--- config.mk ---
export PLATFORM = sky130hd
export DESIGN_NAME = store_buffer_unit
export DESIGN_NICKNAME = d
export VERILOG_FILES = /design/src/rtl/store_buffer_unit.sv
export SDC_FILE = /design/constraint.sdc
export NUM_CORES = 1
export LEC_CHECK = 0
export CAP_MARGIN = 5
export CORE_UTILIZATION = 40
export DETAILED_ROUTE_END_ITERATION = 7
export PLACE_DENSITY = 0.64
export SLEW_MARGIN = 40
export SYNTH_ARGS = -nofsm -noshare
export SYNTH_HDL_FRONTEND = slang
export SYNTH_SLANG_ARGS = --single-unit
--- constraint.sdc ---
create_clock -name clk -period 4.7 [get_ports clk]
set_input_delay 0.94 -clock clk [delete_from_list [all_inputs] [get_ports clk]]
set_output_delay 0.94 -clock clk [all_outputs]
set_load 0.03 [all_outputs]
--- src/rtl/store_buffer_unit.sv ---
`default_nettype none
// ============================================================================
// Module  : store_buffer_unit
// Purpose : FIFO store buffer with lane steering and load-hazard detection;
//           optional tail-entry store merging under STORE_MERGE_EN.
// Revision: 1.0 - initial release
// ============================================================================
module store_buffer_unit #(
  parameter int DEPTH = 4,
  parameter int AW    = 32
) (
  input  logic                     clk,
  input  logic                     rst,
  input  logic                     st_valid,
  output logic                     st_ready,
  input  logic [2:0]               st_funct3,
  input  logic [AW-1:0]            st_addr,
  input  logic [31:0]              st_data,
  output logic                     st_err,
  output logic                     mem_we,
  output logic [AW-3:0]            mem_addr,
  output logic [31:0]              mem_wdata,
  output logic [3:0]               mem_be,
  input  logic                     mem_ack,
  input  logic [AW-1:0]            ld_addr,
  output logic                     ld_hit,
  output logic [$clog2(DEPTH):0]   count
);

  localparam int           PW     = $clog2(DEPTH);
  localparam logic [PW:0]  C_FULL = (PW+1)'(DEPTH);
  localparam logic [PW:0]  C_ONE  = (PW+1)'(1);
  localparam logic [PW-1:0] C_PINC = PW'(1);

  typedef enum logic [0:0] {
    S_IDLE  = 1'b0,
    S_DRAIN = 1'b1
  } state_t;

  logic [AW-3:0]  r_addr [DEPTH];
  logic [31:0]    r_data [DEPTH];
  logic [3:0]     r_be   [DEPTH];
  logic [DEPTH-1:0] r_valid;
  logic [PW-1:0]  r_head, r_tail;
  logic [PW:0]    r_count;
  logic           r_err;
  state_t         r_state, w_state_nxt;

  logic [1:0]     w_off;
  logic           w_legal;
  logic [3:0]     w_be;
  logic [31:0]    w_wdata;
  logic [PW-1:0]  w_tail_last;
  logic           w_full, w_merge, w_accept, w_push, w_pop, w_hit;
  logic           w_unused;

  assign w_off       = st_addr[1:0];
  assign w_tail_last = r_tail - C_PINC;
  assign w_full      = (r_count == C_FULL);
  assign w_unused    = ^ld_addr[1:0];

  always_comb begin
    w_legal = 1'b0;
    w_be    = 4'b0000;
    w_wdata = st_data;
    case (st_funct3)
      3'b000: begin
        w_legal = 1'b1;
        w_be    = 4'b0001 << w_off;
        w_wdata = {4{st_data[7:0]}};
      end
      3'b001: begin
        w_legal = !w_off[0];
        w_be    = 4'b0011 << w_off;
        w_wdata = {2{st_data[15:0]}};
      end
      3'b010: begin
        w_legal = (w_off == 2'b00);
        w_be    = 4'b1111;
      end
      default: ;
    endcase
  end

`ifdef STORE_MERGE_EN
  // The head cannot absorb a merge in the cycle memory is consuming it.
  assign w_merge  = w_legal && (r_count != '0)
                 && (r_addr[w_tail_last] == st_addr[AW-1:2])
                 && !((r_count == C_ONE) && mem_ack);
  assign st_ready = !w_full || w_merge;
`else
  assign w_merge  = 1'b0;
  assign st_ready = !w_full;
`endif

  assign w_accept = st_valid && st_ready;
  assign w_push   = w_accept && w_legal && !w_merge;
  assign w_pop    = mem_ack && (r_count != '0);

  always_ff @(posedge clk or posedge rst) begin
    if (rst) begin
      r_head  <= '0;
      r_tail  <= '0;
      r_count <= '0;
      r_valid <= '0;
      r_err   <= 1'b0;
      r_state <= S_IDLE;
    end else begin
      r_err   <= w_accept && !w_legal;
      r_state <= w_state_nxt;
      if (w_pop) begin
        r_valid[r_head] <= 1'b0;
        r_head          <= r_head + C_PINC;
      end
      if (w_push) begin
        r_valid[r_tail] <= 1'b1;
        r_tail          <= r_tail + C_PINC;
      end
      case ({w_push, w_pop})
        2'b10:   r_count <= r_count + C_ONE;
        2'b01:   r_count <= r_count - C_ONE;
        default: ;
      endcase
    end
  end

  // Payload storage needs no reset: r_valid and r_count gate every use.
  always_ff @(posedge clk) begin
    if (w_push) begin
      r_addr[r_tail] <= st_addr[AW-1:2];
      r_data[r_tail] <= w_wdata;
      r_be[r_tail]   <= w_be;
    end else if (w_accept && w_merge) begin
      r_be[w_tail_last] <= r_be[w_tail_last] | w_be;
      for (int b = 0; b < 4; b++) begin
        if (w_be[b]) r_data[w_tail_last][8*b +: 8] <= w_wdata[8*b +: 8];
      end
    end
  end

  always_comb begin
    w_state_nxt = r_state;
    case (r_state)
      S_IDLE:  if (w_push) w_state_nxt = S_DRAIN;
      S_DRAIN: if ((r_count == C_ONE) && w_pop && !w_push) w_state_nxt = S_IDLE;
      default: w_state_nxt = S_IDLE;
    endcase
  end

  always_comb begin
    w_hit = 1'b0;
    for (int i = 0; i < DEPTH; i++) begin
      if (r_valid[i] && (r_addr[i] == ld_addr[AW-1:2])) w_hit = 1'b1;
    end
  end

  assign ld_hit    = w_hit;
  assign st_err    = r_err;
  assign mem_we    = (r_state == S_DRAIN);
  assign mem_addr  = r_addr[r_head];
  assign mem_wdata = r_data[r_head];
  assign mem_be    = r_be[r_head];
  assign count     = r_count;

endmodule
`default_nettype wire

==> results.md <==
* Most used cell, CP: nand4_1
* TritonCTS clock tree: yes
* DPL Wire Length at around 19 mm
* Fmax at 228 MHz
* Synthesis Warnings at 0
* Critical Path RT at 3760 ps
* Ranking of synthesized cells by area: edfxtp_1 66%, mux4_2 12%, xnor2_1 5.9%, xor2_1 3.2%, dfrtp_1 2.7%
* Area of the mapped netlist at 0.0121 mm^2
* Vias in the first global route at 6714
* Hold buffer count at CTS at 0
* DR WL/cell at 22.0 um
* Synth cell types at 32
* Met3 Use GR at 4.96%
* Syn avg cell area at 18.5 um^2
* Slew Limit Fails at 0
* Post-CTS Repair Setup Buffers at 0
* MaxCap Viol Count at 0
* Post-route cell area at 0.0152 mm^2
* Leading area contributor after synthesis: edfxtp_1
* Area grow syn2layout at 26.0%
* Type of element capturing the critical path: output port
* Crit path time final at 4390 ps
* Vias/cell at 5.15
* Slowest cell on the critical path: clkdlybuf4s50_1
* Register bit total from synthesis at approximately 280
* Ys flop type: edfxtp_1
* TritonCTS buffer count at 30
* I/O pin count at 176
* DR iter-0 viols at 423
* Relative slew slack at 44.4%
* Leak at around 0.005 uW
* Most frequent cell after synthesis: edfxtp_1
* Gate Count Post-Synth at 653
* Sink Count at 277
* Period utilization at 93.5%
* RSZ-0062 raised after global routing: no
* Die W at approximately 180 um
* Resize count post-CTS at 0
* Critical path class: input pin to output port
* Die height at ~180 um
* Layout cells sized above 1 at 17.6%
* Wirelength, routed at 27.4 mm
* Peak supply drop at 282 uV
* Pre-antenna DRT Iters at 5
* DRC Markers at 0
* Clk buf depth at 3
* Worst Hold Class: register to register
* Top-area cell type share of the netlist area at 65.7%
* Root buf cell: clkbuf_16
* Final setup viols at 0
* CP max stage delay at 690 ps
* I/O Buffers at 173
* Final hold vios at 0
* Core area at ~0.03 mm^2
* Reg2Reg Depth at 7
* GRT busiest layer: met2
* Least-Margin Pin Slew at 830 ps
* Clock latency on the worst-skew pair at 550 ps
* Die ar. at 0.0309 mm^2
* Reg clk slew, reported paths at 60 ps
* Routed Antenna Nets at 0
* Post-synth EDFFs at around 260
* Total grt overflow at 0
* CP startpoint kind: input pin
* Initial Util at roughly two fifths
* Fin Clk Skew at roughly 7.2 ps
* First-pass GRT wire length at 40.6 mm
* Seq/Total Area, Yosys at 68.4%
* Post-Synthesis Net Count at 769
* M1 GR Usage at 23.2%
* M2 GR Usage at ~30%
* H-tree depth at 1
* Via count at 6412
* Power Density at 530 mW/mm^2
* Synth cell count leaders: 264 x edfxtp_1, 81 x xnor2_1, 66 x mux4_2, 44 x xor2_1, 25 x nand4_1
* Critical Path AT at ~3500 ps
* # rows at 63
* Ys async rst share at 4.69%
* Placement Cell Area at 0.0143 mm^2
* Initial antenna violation count at 3
* Nets at between 900 and 1k
* Total GRT Usage at approximately 18%
* Largest net degree at the start of global routing at 39
* Crit-path cells: clkdlybuf4s50_1, xnor2_1, nand4_1, nor4_1, nand4_1, nand4_1, clkdlybuf4s50_1
* Crit-path max FO at 4
* Status: complete, no violations
* Fin Setup TNS at 0 ps
* Hold Path Cell Cnt at 1
* RePlAce Congestion at a little over 0.8
-- worst max-delay path: cells and delay by family --
kind / cells / cell delay, ps
buffers and inverters: 2 / 1210
xor gates and xnor gates: 1 / 280
and+or+nand+nor: 4 / 1000
-- per-layer routing --
metal  vias to the layer above  wire (um)
li1                       2922          -
met1                      3221      11400
met2                       221      13300
met3                        44       2110
met4                         4        574
met5                         -         31
-- path summary, 6_finish.rpt --
path                              from            end  slack [ps]
max reg2reg                   count[0]  r_data[0][28]        2030
min reg2reg                     mem_we         mem_we         490
min in group asynchronous          rst         mem_we         730
max                        ld_addr[13]         ld_hit         310
max in group asynchronous          rst      r_head[0]        3580
min                             mem_we         mem_we         490
-- cells by family after synthesis --
kind of cell               share of synthesized area [%]
AOI/OAI and AO/OA                                   1.20
xor gates and xnor gates                            9.07
and+or+nand+nor                                     3.57
buffers and inverters                               1.81
muxes                                               14.6
DFF                                                 68.4
adders and majority gates                           1.35
-- power by group --
part | switching (uW) | leakage [uW] | total, uW | internal, uW
clock | 927 | 0.000452 | 2190 | 1270
sequential | 217 | 0.00254 | 3110 | 2890
combinational | 1450 | 0.00193 | 2760 | 1310
-- registers in the layout, summed over array words and instances (netlist names) --
name	count
count	3
mem_we	1
r_addr	120
r_be	16
r_data	128
r_head	2
r_tail	2
r_valid	4
st_err	1
-- metrics by stage --
step	total power, uW	hold WS [ps]	instances	util [%]	worst slack, ps
global route	8380	519	1243	51.3	300
finish	8060	485	1244	51.3	307
floorplan	4870	465	653	-	919
CTS	8180	491	1243	51.3	332
global placement	5970	469	1191	48.2	357
detailed placement	5970	475	1191	48.2	332
-- cell usage in the layout, fill, tap and decap left out, types with 8 or more instances in the layout --
cell type	netlist	final
a21oi_1	13	13
clkbuf_16	0	30
clkdlybuf4s50_1	0	173
clkinv_2	0	9
dfrtp_1	13	11
edfxtp_1	264	264
ha_1	13	13
inv_1	10	10
mux2_2	17	17
mux2i_1	9	9
mux4_2	66	66
nand2_1	8	8
nand4_1	25	25
nor2_1	13	12
nor4_1	16	16
xnor2_1	81	81
xor2_1	44	44
-- final cells by class --
type,instances,area (um^2)
antenna,1,2.50
clock buffer,32,758
clock inverter,20,159
fill,2500,14400
inverter,10,37.5
multi-input combinational,329,3610
sequential,277,8260
tap,390,488
timing repair buffer,185,1900
Power figures use the tool's default switching activity.
